`config.mk`:
```
export PLATFORM = sky130hd
export DESIGN_NAME = mem_arbiter_flat
export DESIGN_NICKNAME = d
export VERILOG_FILES = /design/src/rtl/mem_arbiter_pkg.sv /design/src/rtl/mem_arbiter_if.sv /design/src/rtl/mem_arbiter.sv /design/src/flat_wrapper.sv
export SDC_FILE = /design/constraint.sdc
export NUM_CORES = 1
export LEC_CHECK = 0
export CAP_MARGIN = 20
export CORE_AREA = 3 3 291 293
export DETAILED_ROUTE_END_ITERATION = 6
export DIE_AREA = 0 0 294 296
export GPL_TIMING_DRIVEN = 0
export PLACE_DENSITY = 0.41
export SYNTH_ARGS = -nofsm -noshare
export SYNTH_HDL_FRONTEND = slang
export SYNTH_SLANG_ARGS = --single-unit
export TNS_END_PERCENT = 100
```
`constraint.sdc`:
```
create_clock -name clk -period 26.2 [get_ports clk]
set_clock_uncertainty 0.1 [all_clocks]
set_input_delay 5.24 -clock clk [delete_from_list [all_inputs] [get_ports clk]]
set_output_delay 5.24 -clock clk [all_outputs]
set_load 0.02 [all_outputs]
```
`src/rtl/mem_arbiter_pkg.sv`:
```
// mem_arbiter_pkg: FSM encoding and default sizing shared by the memory arbiter and its interface
package mem_arbiter_pkg;
    localparam int ARB_ADDR_WIDTH   = 32;
    localparam int ARB_DATA_WIDTH   = 128;
    localparam int ARB_D_STREAK_MAX = 4;
    typedef enum logic [1:0] {
        IDLE    = 2'd0,
        SERVE_I = 2'd1,
        SERVE_D = 2'd2,
        RESP    = 2'd3
    } arb_state_e;
endpackage

```
`src/rtl/mem_arbiter_if.sv`:
```
// mem_arbiter_if: fetch, data and memory-port signals around the arbiter; slave is the arbiter's view
interface mem_arbiter_if
    import mem_arbiter_pkg::*;
#(
    parameter int ADDR_WIDTH = ARB_ADDR_WIDTH,
    parameter int DATA_WIDTH = ARB_DATA_WIDTH
);
    logic                  i_req;
    logic [ADDR_WIDTH-1:0] i_addr;
    logic                  i_ack;
    logic [DATA_WIDTH-1:0] i_rdata;
    logic                  d_req;
    logic                  d_we;
    logic [ADDR_WIDTH-1:0] d_addr;
    logic [DATA_WIDTH-1:0] d_wdata;
    logic                  d_ack;
    logic [DATA_WIDTH-1:0] d_rdata;
    logic                  mem_req;
    logic                  mem_we;
    logic [ADDR_WIDTH-1:0] mem_addr;
    logic [DATA_WIDTH-1:0] mem_wdata;
    logic                  mem_ack;
    logic [DATA_WIDTH-1:0] mem_rdata;
    modport slave (
        input  i_req, i_addr, d_req, d_we, d_addr, d_wdata, mem_ack, mem_rdata,
        output i_ack, i_rdata, d_ack, d_rdata, mem_req, mem_we, mem_addr, mem_wdata
    );
    modport master (
        output i_req, i_addr, d_req, d_we, d_addr, d_wdata, mem_ack, mem_rdata,
        input  i_ack, i_rdata, d_ack, d_rdata, mem_req, mem_we, mem_addr, mem_wdata
    );
endinterface

```
`src/rtl/mem_arbiter.sv`:
```
// mem_arbiter: shares one memory port between fetch and data misses; D wins unless it has starved fetch
module mem_arbiter
    import mem_arbiter_pkg::*;
#(
    parameter int ADDR_WIDTH   = ARB_ADDR_WIDTH,
    parameter int DATA_WIDTH   = ARB_DATA_WIDTH,
    parameter int D_STREAK_MAX = ARB_D_STREAK_MAX
) (
    input  logic         clk,
    input  logic         reset,
    mem_arbiter_if.slave bus
);
    localparam int SW = $clog2(D_STREAK_MAX + 1);
    localparam logic [SW-1:0] STREAK_MAX = SW'(D_STREAK_MAX);
    arb_state_e            r_state, w_next;
    logic [SW-1:0]         r_streak, w_streak;
    logic                  w_idle, w_serving, w_grant_d, w_grant_i, w_done;
    logic                  r_mem_req, r_mem_we, r_i_ack, r_d_ack;
    logic [ADDR_WIDTH-1:0] r_mem_addr;
    logic [DATA_WIDTH-1:0] r_mem_wdata, r_i_rdata, r_d_rdata;
    always_comb begin
        w_idle    = r_state == IDLE;
        w_serving = r_state == SERVE_I || r_state == SERVE_D;
        w_grant_d = w_idle && bus.d_req && !(bus.i_req && r_streak == STREAK_MAX);
        w_grant_i = w_idle && !w_grant_d && bus.i_req;
        w_done    = w_serving && bus.mem_ack;
        w_next    = w_grant_d ? SERVE_D :
                    w_grant_i ? SERVE_I :
                    w_done    ? RESP    :
                    (r_state == RESP) ? IDLE : r_state;
        // streak only counts D wins that made a waiting fetch wait longer
        w_streak  = !w_idle                  ? r_streak :
                    !(w_grant_d && bus.i_req) ? '0       :
                    (r_streak == STREAK_MAX)  ? r_streak : r_streak + SW'(1);
    end
    always_ff @(posedge clk or posedge reset) begin
        if (reset) begin
            r_state  <= IDLE;
            r_streak <= '0;
        end else begin
            r_state  <= w_next;
            r_streak <= w_streak;
        end
    end
    always_ff @(posedge clk or posedge reset) begin
        if (reset) begin
            r_mem_req   <= 1'b0;
            r_mem_we    <= 1'b0;
            r_mem_addr  <= '0;
            r_mem_wdata <= '0;
            r_i_ack     <= 1'b0;
            r_d_ack     <= 1'b0;
            r_i_rdata   <= '0;
            r_d_rdata   <= '0;
        end else begin
            r_i_ack <= w_done && r_state == SERVE_I;
            r_d_ack <= w_done && r_state == SERVE_D;
            if (w_grant_d || w_grant_i) begin
                r_mem_req   <= 1'b1;
                r_mem_we    <= w_grant_d && bus.d_we;
                r_mem_addr  <= w_grant_d ? bus.d_addr : bus.i_addr;
                r_mem_wdata <= w_grant_d ? bus.d_wdata : '0;
            end else if (w_done) begin
                r_mem_req <= 1'b0;
                r_mem_we  <= 1'b0;
            end
            if (w_done && r_state == SERVE_I) r_i_rdata <= bus.mem_rdata;
            if (w_done && r_state == SERVE_D) r_d_rdata <= bus.mem_rdata;
        end
    end
    assign bus.mem_req   = r_mem_req;
    assign bus.mem_we    = r_mem_we;
    assign bus.mem_addr  = r_mem_addr;
    assign bus.mem_wdata = r_mem_wdata;
    assign bus.i_ack     = r_i_ack;
    assign bus.d_ack     = r_d_ack;
    assign bus.i_rdata   = r_i_rdata;
    assign bus.d_rdata   = r_d_rdata;
endmodule
```
`src/flat_wrapper.sv`:
```
// flat-port wrapper written by rule: the top's interface ports become plain ports
module mem_arbiter_flat import mem_arbiter_pkg::*;
#(
    parameter int ADDR_WIDTH   = ARB_ADDR_WIDTH,
    parameter int DATA_WIDTH   = ARB_DATA_WIDTH,
    parameter int D_STREAK_MAX = ARB_D_STREAK_MAX
)
  (clk, reset, bus_i_req, bus_i_addr, bus_d_req, bus_d_we, bus_d_addr, bus_d_wdata, bus_mem_ack, bus_mem_rdata, bus_i_ack, bus_i_rdata, bus_d_ack, bus_d_rdata, bus_mem_req, bus_mem_we, bus_mem_addr, bus_mem_wdata);
  mem_arbiter_if #(.ADDR_WIDTH(ADDR_WIDTH), .DATA_WIDTH(DATA_WIDTH)) bus_i ();
  input  logic clk;
  input  logic reset;
  input wire logic [$bits(bus_i.i_req)-1:0] bus_i_req;
  input wire logic [$bits(bus_i.i_addr)-1:0] bus_i_addr;
  input wire logic [$bits(bus_i.d_req)-1:0] bus_d_req;
  input wire logic [$bits(bus_i.d_we)-1:0] bus_d_we;
  input wire logic [$bits(bus_i.d_addr)-1:0] bus_d_addr;
  input wire logic [$bits(bus_i.d_wdata)-1:0] bus_d_wdata;
  input wire logic [$bits(bus_i.mem_ack)-1:0] bus_mem_ack;
  input wire logic [$bits(bus_i.mem_rdata)-1:0] bus_mem_rdata;
  output wire logic [$bits(bus_i.i_ack)-1:0] bus_i_ack;
  output wire logic [$bits(bus_i.i_rdata)-1:0] bus_i_rdata;
  output wire logic [$bits(bus_i.d_ack)-1:0] bus_d_ack;
  output wire logic [$bits(bus_i.d_rdata)-1:0] bus_d_rdata;
  output wire logic [$bits(bus_i.mem_req)-1:0] bus_mem_req;
  output wire logic [$bits(bus_i.mem_we)-1:0] bus_mem_we;
  output wire logic [$bits(bus_i.mem_addr)-1:0] bus_mem_addr;
  output wire logic [$bits(bus_i.mem_wdata)-1:0] bus_mem_wdata;
  assign bus_i.i_req = bus_i_req;
  assign bus_i.i_addr = bus_i_addr;
  assign bus_i.d_req = bus_d_req;
  assign bus_i.d_we = bus_d_we;
  assign bus_i.d_addr = bus_d_addr;
  assign bus_i.d_wdata = bus_d_wdata;
  assign bus_i.mem_ack = bus_mem_ack;
  assign bus_i.mem_rdata = bus_mem_rdata;
  assign bus_i_ack = bus_i.i_ack;
  assign bus_i_rdata = bus_i.i_rdata;
  assign bus_d_ack = bus_i.d_ack;
  assign bus_d_rdata = bus_i.d_rdata;
  assign bus_mem_req = bus_i.mem_req;
  assign bus_mem_we = bus_i.mem_we;
  assign bus_mem_addr = bus_i.mem_addr;
  assign bus_mem_wdata = bus_i.mem_wdata;
  mem_arbiter #(.ADDR_WIDTH(ADDR_WIDTH), .DATA_WIDTH(DATA_WIDTH), .D_STREAK_MAX(D_STREAK_MAX)) u_core (.clk(clk), .reset(reset), .bus(bus_i));
endmodule
```
# After elaboration in Yosys (flattened, before gate mapping)
# Cells that the tools add are included.
# totals
reg_bits	425
inputBits	326
out_inout_bits	420
elab_cells	45
# classes
addsub	1
eq_ne	5
n_mux	11
reduce_logical	18
# op_table
operator	count
128-bit two-way mux	1
32-bit two-way mux	1
1-bit logical AND	10
2-bit two-way mux	4
3-bit two-way mux	2
2-bit equality test (second input constant)	2
4-bit nonzero test	1
3-bit by 1-bit adder with 3-bit output (second input constant)	1
3-bit equality test (second input constant)	1
1-bit two-way mux	3
2-bit by 1-bit equality test with 1-bit output (second input constant)	1
1-bit logical NOT	2
2-bit logical NOT	1
1-bit logical OR	2
2-bit inequality test (second input constant)	1
2-bit AND reduction	1
2-bit nonzero test	1

# Depth between registers and ports, before layout
# Gate-level depths: netlist (run 1).
# depth
ltp_word	9
mapped_depth	8
mapped_depth_nobuf	5

# Worst setup path after synthesis (run 1)
# Ideal clock, no wire load.
# synth_timing
path_kind	input to register
from	input port bus_mem_ack
to	register u_core.r_i_rdata[11], in the netlist u_core.bus.i_rdata[11]
setup_time_ns	0.125
arrival_time_ns	6.198
required_ns	25.975
slack_ns	19.778
path_stages	5
path_buffers	2
cell_sequence	nand2_1 > inv_2 > buf_2 > buf_2 > mux2_2
# synth_via
elab_chain_cells	2
# synth_lines
element	line	source
start, declared	flat_wrapper.sv:18	input wire logic [$bits(bus_i.mem_ack)-1:0] bus_mem_ack;
1-bit logical AND	mem_arbiter.sv:26	w_done = w_serving && bus.mem_ack;
1-bit logical AND	mem_arbiter.sv:67	if (w_done && r_state == SERVE_I) r_i_rdata <= bus.mem_rdata;
end signal, assigned	mem_arbiter.sv:67	
end, declared	mem_arbiter.sv:20	logic [DATA_WIDTH-1:0] r_mem_wdata, r_i_rdata, r_d_rdata;
# No other way between the ends.
# A chain may end at the register's enable or synchronous reset.

# Worst setup path in the final report (run 1)
# layout_timing
from	input port bus_mem_ack
to	register u_core.r_d_rdata[9], in the netlist u_core.bus.d_rdata[9]
# layout_via
elab_chain_cells	2
# layout_lines
element	line	source
1-bit logical AND	mem_arbiter.sv:26	
1-bit logical AND	mem_arbiter.sv:68	if (w_done && r_state == SERVE_D) r_d_rdata <= bus.mem_rdata;
end signal, assigned	mem_arbiter.sv:68	
end, declared	mem_arbiter.sv:20	
# No other way between the ends.

==> results of run 1 <==
-- worst min path at each step --
stage	start	endpoint	cells past startpoint	slack, ps
after floorplan	u_core.r_streak[2]$_DFFE_PP0P_	u_core.r_streak[2]$_DFFE_PP0P_	1	390
after global placement	u_core.bus.mem_wdata[25]$_DFFE_PP0P_	u_core.bus.mem_wdata[25]$_DFFE_PP0P_	1	380
after detailed placement	u_core.bus.mem_wdata[14]$_DFFE_PP0P_	u_core.bus.mem_wdata[14]$_DFFE_PP0P_	1	380
after CTS	u_core.bus.mem_wdata[98]$_DFFE_PP0P_	u_core.bus.mem_wdata[98]$_DFFE_PP0P_	1	400
after global routing	u_core.bus.mem_wdata[98]$_DFFE_PP0P_	u_core.bus.mem_wdata[98]$_DFFE_PP0P_	1	410
final	u_core.bus.mem_wdata[53]$_DFFE_PP0P_	u_core.bus.mem_wdata[53]$_DFFE_PP0P_	1	400
-- layout make-up --
cell class | instances | area, um^2
Inverter | 8 | 37.5
Tap cell | 1070 | 1340
Multi-Input combinational cell | 481 | 4950
Buffer | 61 | 297
Sequential cell | 425 | 10600
Clock inverter | 13 | 82.6
Timing Repair Buffer | 748 | 7540
Antenna cell | 5 | 12.5
Clock buffer | 79 | 1530
Fill cell | 8145 | 55700
-- flip-flops by register name, summed over array words and instances, names as in the netlist, 2 cells and up --
name	flops
u_core.bus.d_rdata	128
u_core.bus.i_rdata	128
u_core.bus.mem_wdata	128
u_core.bus.mem_addr	32
u_core.r_streak	3
u_core.r_state	2
-- layer usage --
layer	up-vias	GRT usage (%)
li1	5182	-
met1	5813	14.9
met2	479	25.6
met3	88	6.26
met4	18	3.74
met5	-	0
-- logic make-up after synthesis --
logic type | share of synthesized area [%]
flip-flops | 66.8
AND/OR/NAND/NOR | 0.558
buffers and inverters | 2.05
adder cells (fa/ha/maj) | 0.550
AO/OA/AOI/OAI | 7.45
multiplexers | 22.6
-- worst register-to-register path, cell delays in order, from the launching register on --
cell and delay, ps:
dfrtp_1 400, inv_1 90, ha_1 310, nand3_1 580, buf_2 390, buf_2 390
mux2_2 400
-- cells in the final DEF, fill, tap and decap left out, types with 7 or more instances in the layout --
master,n
nand2_1,8
dfrtp_1,425
a22o_1,128
clkdlybuf4s50_1,745
buf_2,48
mux2_2,318
clkbuf_16,53
clkbuf_8,11
ha_1,7
clkbuf_1,22
clkinv_2,8
-- report_power, final --
group          leakage [nW]  switching [W]  internal [W]
registers              5.19       0.000177      0.000993
logic                  5.11       0.000894      0.000933
clock network         0.799       0.000291      0.000402
-- through the flow --
stage | total power, W | cells | setup slack, ps | hold WS [ps]
floorplan | 0.00206 | 975 | 9030 | 391
global placement | 0.00303 | 2790 | 2680 | 381
detailed placement | 0.00304 | 2793 | 18260 | 380
CTS | 0.00376 | 2885 | 18920 | 402
global route | 0.00389 | 2887 | 18870 | 408
finish | 0.00369 | 2890 | 19060 | 396
==> metrics.csv, run 1 <==
stage,metric,value,unit
run_status,status,completed,
synthesis,Synth area leader,dfrtp_1,
drt,Routed Antenna Nets,0,
placed_design,placed cell area,24800,um^2
setup_path,CP Buf/Inv Count,3,
drt,post-DR wirelength/cell,22.1,um
final_layout,layout cells sized above 1,24.7,%
final_layout,nets,2111,
power_and_ir_drop,Max rail drop VDD,52.5,uV
drt,DRT met1 WL,23200,um
timing,Final Hold Fails,0,
drt,met2 wire len,32700,um
global_route,vias in the first global route,13100,
clocking,Root Buffer,clkbuf_16,
placed_design,Port-buffer cells,745,
drt,top layer in use,met5,
synthesis,ys flop type,dfrtp_1,
clocking,CTS Hold Bufs,0,
setup_path,RR Endpoint,u_core.bus.d_rdata[9]$_DFFE_PP0P_,
synthesis,Synthesis Warnings,0,
synthesis,"top cells by area, synth","dfrtp_1 (67%), mux2_2 (23%), a22o_1 (7.0%)",
global_route,global-route wire length before repair,91500,um
setup_path,crit-path max FO,10,
synthesis,"Seq/Total Area, Yosys",66.8,%
setup_path,Critical Path Sink,u_core.bus.d_rdata[9]$_DFFE_PP0P_,
setup_path,CP required,26560,ps
synthesis,Synth top area share,66.8,%
global_route,largest net degree at the start of global routing,123,
floorplan,die height,296,um
power_and_ir_drop,leakage dissipation,11.1,nW
global_route,initial antenna violation count,16,
clocking,CTS resizes,0,
setup_path,startpoint types,input port,
setup_path,WS Path Type,input port to flop,
setup_path,CP max stage delay,630,ps
synthesis,top cells by instance count after synthesis,"dfrtp_1 (425), mux2_2 (318), a22o_1 (128)",
floorplan,# rows,105,
setup_path,Reg2Reg Setup Slack,23420,ps
floorplan,core box area,82100,um^2
drt,final wirelength,63800,um
synthesis,syn avg cell area,16.3,um^2
final_layout,Final Cell Area,26400,um^2
timing,crit share post-route,27.3,%
setup_path,R2R Path Start,u_core.r_state[0]$_DFFE_PP0P_,
power_and_ir_drop,PD cells,140,nW/um^2
timing,RSZ-0062 raised after global routing,false,
flow_run,max cap viols,0,
setup_path,crit path cell chain,clkdlybuf4s50_1 > nand3_1 > buf_2 > buf_2 > mux2_2,
clocking,Longest Clk Path Bufs,3,
timing,sum of negative setup slack,0,ps
setup_path,crit path max-delay cell type,nand3_1,
timing,upper clock frequency limit,140,MHz
clocking,H-tree depth,2,
drt,1st-iter DRT viols,281,
setup_path,crit path from,bus_mem_ack,
synthesis,syn nets,1308,
global_route,Tot GR Track Use,14.1,%
setup_path,R2R depth,6,
clocking,"Clk Latency, worst-skew pair",580,ps
placed_design,gpl congestion,0.778,
drt,Vias,11600,
hold_path,worst min-delay path class,flop to flop,
floorplan,area of the die,87000,um^2
setup_path,CP Capture Type,flop,
clocking,clock-pin slew on the worst setup and hold paths,60,ps
timing,Final min period,7140,ps
synthesis,ys async rst share,100,%
timing,final setup fails,0,
drt,Detailed Routing Iterations Pass 1,4,
synthesis,most common cell in the synthesized netlist,dfrtp_1,
drt,vias per inst,4.01,
synthesis,Synth Register Bits,425,
clocking,Setup Buffers After CTS,0,
global_route,total grt overflow,0,
timing,Max-slew headroom,41.6,%
clocking,CTS Buf Count,53,
final_layout,final core occ,32.2,%
timing,Slew Limit Fails,0,
floorplan,I/O Pins,746,
synthesis,synth unique cells,27,
clocking,CTS sink cnt,425,
setup_path,Levels on crit path,5,
synthesis,cell count after synthesis,975,
timing,Worst-Margin Slew,876,ps
final_layout,area delta synth->final,66.1,%
setup_path,Worst EP arrival,7510,ps
drt,Residual DRC,0,
floorplan,Die Wd,294,um
setup_path,most used cell along the critical path,buf_2,
placed_design,post-DP HPWL,49300,um
clocking,CTS tree,built,
drt,met3 WL post-DR,6450,um
floorplan,Initial Util,19.4,%
setup_path,CP top delay family,buffers and inverters,
synthesis,Mapped Area,15900,um^2
synthesis,"EDFF count, synth",0,
Note: power is estimated with default switching activity, not from simulation.
==> inputs of run 2 (changes only) <==
Clock period 26.2 ns to 7.35 ns, I/O delays scaled along.
==> metrics.csv, run 2 (synthesis gave the netlist of run 1 again) <==
stage,metric,value,unit
clocking,CTS Hold Bufs,0,
global_route,initial antenna violation count,11,
timing,worst setup margin,4030,ps
timing,crit share post-route,45.2,%
setup_path,crit path from,bus_mem_ack,
final_layout,area delta synth->final,68.3,%
drt,Residual DRC,0,
clocking,CTS Buf Count,52,
run_status,status,completed,
placed_design,placed cell area,25000,um^2
global_route,vias in the first global route,12800,
floorplan,Initial Util,19.4,%
clocking,Longest Clk Path Bufs,3,
floorplan,# rows,105,
global_route,global-route wire length before repair,89900,um
setup_path,startpoint types,input port,
clocking,CTS resizes,0,
drt,Routed Antenna Nets,0,
final_layout,nets,2120,
global_route,total grt overflow,0,
floorplan,Die Wd,294,um
setup_path,CP Capture Type,flop,
setup_path,crit path cell chain,clkdlybuf4s50_1 > nand3_1 > buf_2 > buf_2 > mux2_2,
floorplan,I/O Pins,746,
global_route,largest net degree at the start of global routing,40,
final_layout,Final Cell Area,26800,um^2
drt,final wirelength,62900,um
timing,final setup fails,0,
drt,vias per inst,4.00,
placed_design,Port-buffer cells,745,
final_layout,"Cell Count, Final, Fillers Out",2904,
hold_path,Min-Delay Startpoint,u_core.bus.mem_req$_DFFE_PP0P_,
floorplan,die height,296,um
placed_design,post-DP HPWL,49200,um
clocking,CTS sink cnt,425,
clocking,CTS tree,built,
placed_design,placed insts,2803,
timing,Slew Limit Fails,0,
setup_path,CP max stage delay,600,ps
clocking,Setup Buffers After CTS,0,
setup_path,most used cell along the critical path,buf_2,
setup_path,crit path max-delay cell type,nand3_1,
setup_path,CP Buf/Inv Count,3,
final_layout,fill cell count,8076,
timing,RSZ-0062 raised after global routing,false,
drt,Vias,11600,
floorplan,core box area,82100,um^2
timing,Final min period,3320,ps
timing,Worst-Margin Slew,758,ps
setup_path,CP required,7710,ps
clocking,Root Buffer,clkbuf_16,
timing,upper clock frequency limit,301,MHz
final_layout,most frequent cells in the layout,"clkdlybuf4s50_1 (745), dfrtp_1 (425), mux2_2 (318)",
power_and_ir_drop,leakage dissipation,11.3,nW
hold_path,worst min-delay path class,flop to flop,
final_layout,FF/Latch Area,10600,um^2
floorplan,area of the die,87000,um^2
flow_run,max cap viols,0,
setup_path,Worst EP arrival,3680,ps
placed_design,gpl congestion,0.746,
global_route,Tot GR Track Use,13.9,%
timing,Max-slew headroom,49.3,%
final_layout,"commonest non-fill, non-tap cell in the layout",clkdlybuf4s50_1,
clocking,"Clk Latency, worst-skew pair",580,ps
drt,Detailed Routing Iterations Pass 1,6,
placed_design,pre-CTS WS,3160,ps
clocking,H-tree depth,2,
final_layout,layout cells sized above 1,25.7,%
power_and_ir_drop,PD cells,499,nW/um^2
timing,Final Hold Fails,0,
setup_path,crit-path max FO,10,
clocking,clock-pin slew on the worst setup and hold paths,60,ps
power_and_ir_drop,Max rail drop VDD,217,uV
drt,post-DR wirelength/cell,21.7,um
setup_path,R2R Path Start,u_core.r_state[0]$_DFFE_PP0P_,
final_layout,multi-input logic area,4950,um^2
setup_path,CP top delay family,buffers and inverters,
setup_path,WS Path Type,input port to flop,
drt,1st-iter DRT viols,330,
run 2: changes by cell type in the layout (fill, tap and decap cells not counted), sizes merged:
cell,change
clkinvlp,+3
buf,+10
diode,-1
clkbuf,-3
bufinv,+5
run 2: worst paths after layout:
check,slack [ps],to,depth (start not counted)
min,390,u_core.bus.mem_req$_DFFE_PP0P_,2
min in group asynchronous,1140,u_core.bus.d_rdata[50]$_DFFE_PP0P_,2
min reg2reg,390,u_core.bus.mem_req$_DFFE_PP0P_,2
max,4030,u_core.bus.d_rdata[37]$_DFFE_PP0P_,5
max reg2reg,4630,u_core.bus.d_rdata[37]$_DFFE_PP0P_,6
max in group asynchronous,4450,u_core.bus.mem_wdata[74]$_DFFE_PP0P_,7
run 2: through the flow:
step                utilization, %  power (W)  setup TNS [ps]  hold WS [ps]
floorplan                        -    0.00734               0           391
CTS                           32.6     0.0136               0           389
global placement              30.1     0.0108        -1413810           368
global route                  32.6     0.0141               0           411
detailed placement            30.4     0.0108               0           365
finish                        32.6     0.0134               0           387
run 2: report_power, final:
part           internal [W]  total [W]  switching (W)
registers           0.00354    0.00417       0.000632
clock network       0.00164    0.00270        0.00106
logic               0.00333    0.00651        0.00318
total               0.00851     0.0134        0.00487
run 2: worst min-delay path: stages (launching register included):
cell and delay (ps):
dfrtp_1 350, nand2_1 50, nand2_1 50
run 2: routing by layer:
layer / up-vias / GRT usage [%] / wire length, um / part of all wire (%)
met2: 483 / 24.7 / 32000 / 51
li1: 5189 / - / - / -
met5: - / 0 / 51 / 0.081
met1: 5870 / 15.4 / 23600 / 38
met3: 75 / 5.84 / 6190 / 9.8
met4: 10 / 2.98 / 1020 / 1.6
run 2: layout make-up:
type | instances | area share, %
diodes | 4 | 0.0374
repair buffers | 758 | 28.8
multi-input cells | 481 | 18.5
clock buffers | 76 | 5.80
well taps | 1070 | 5.00
flip-flops and latches | 425 | 39.7
inverters | 8 | 0.126
plain buffers | 61 | 1.11
clock inverters | 21 | 0.953
==> inputs of run 3 (changes only) <==
Clock period 7.35 ns to 3.3 ns, I/O delays scaled along.
==> results of run 3 <==
The final DEF is identical to that of run 2. Status: completed.
Among the figures that moved: setup slack after placement 3160 ps -> -82.2 ps; setup slack after layout 4030 ps -> 581 ps; hold slack 387 ps -> 331 ps; start point of the critical path bus_mem_ack -> u_core.r_state[0]$_DFFE_PP0P_; register-to-register setup slack 4630 ps -> 580 ps; total power 0.0134 W -> 0.0298 W; worst IR drop on VDD 217 uV -> 483 uV
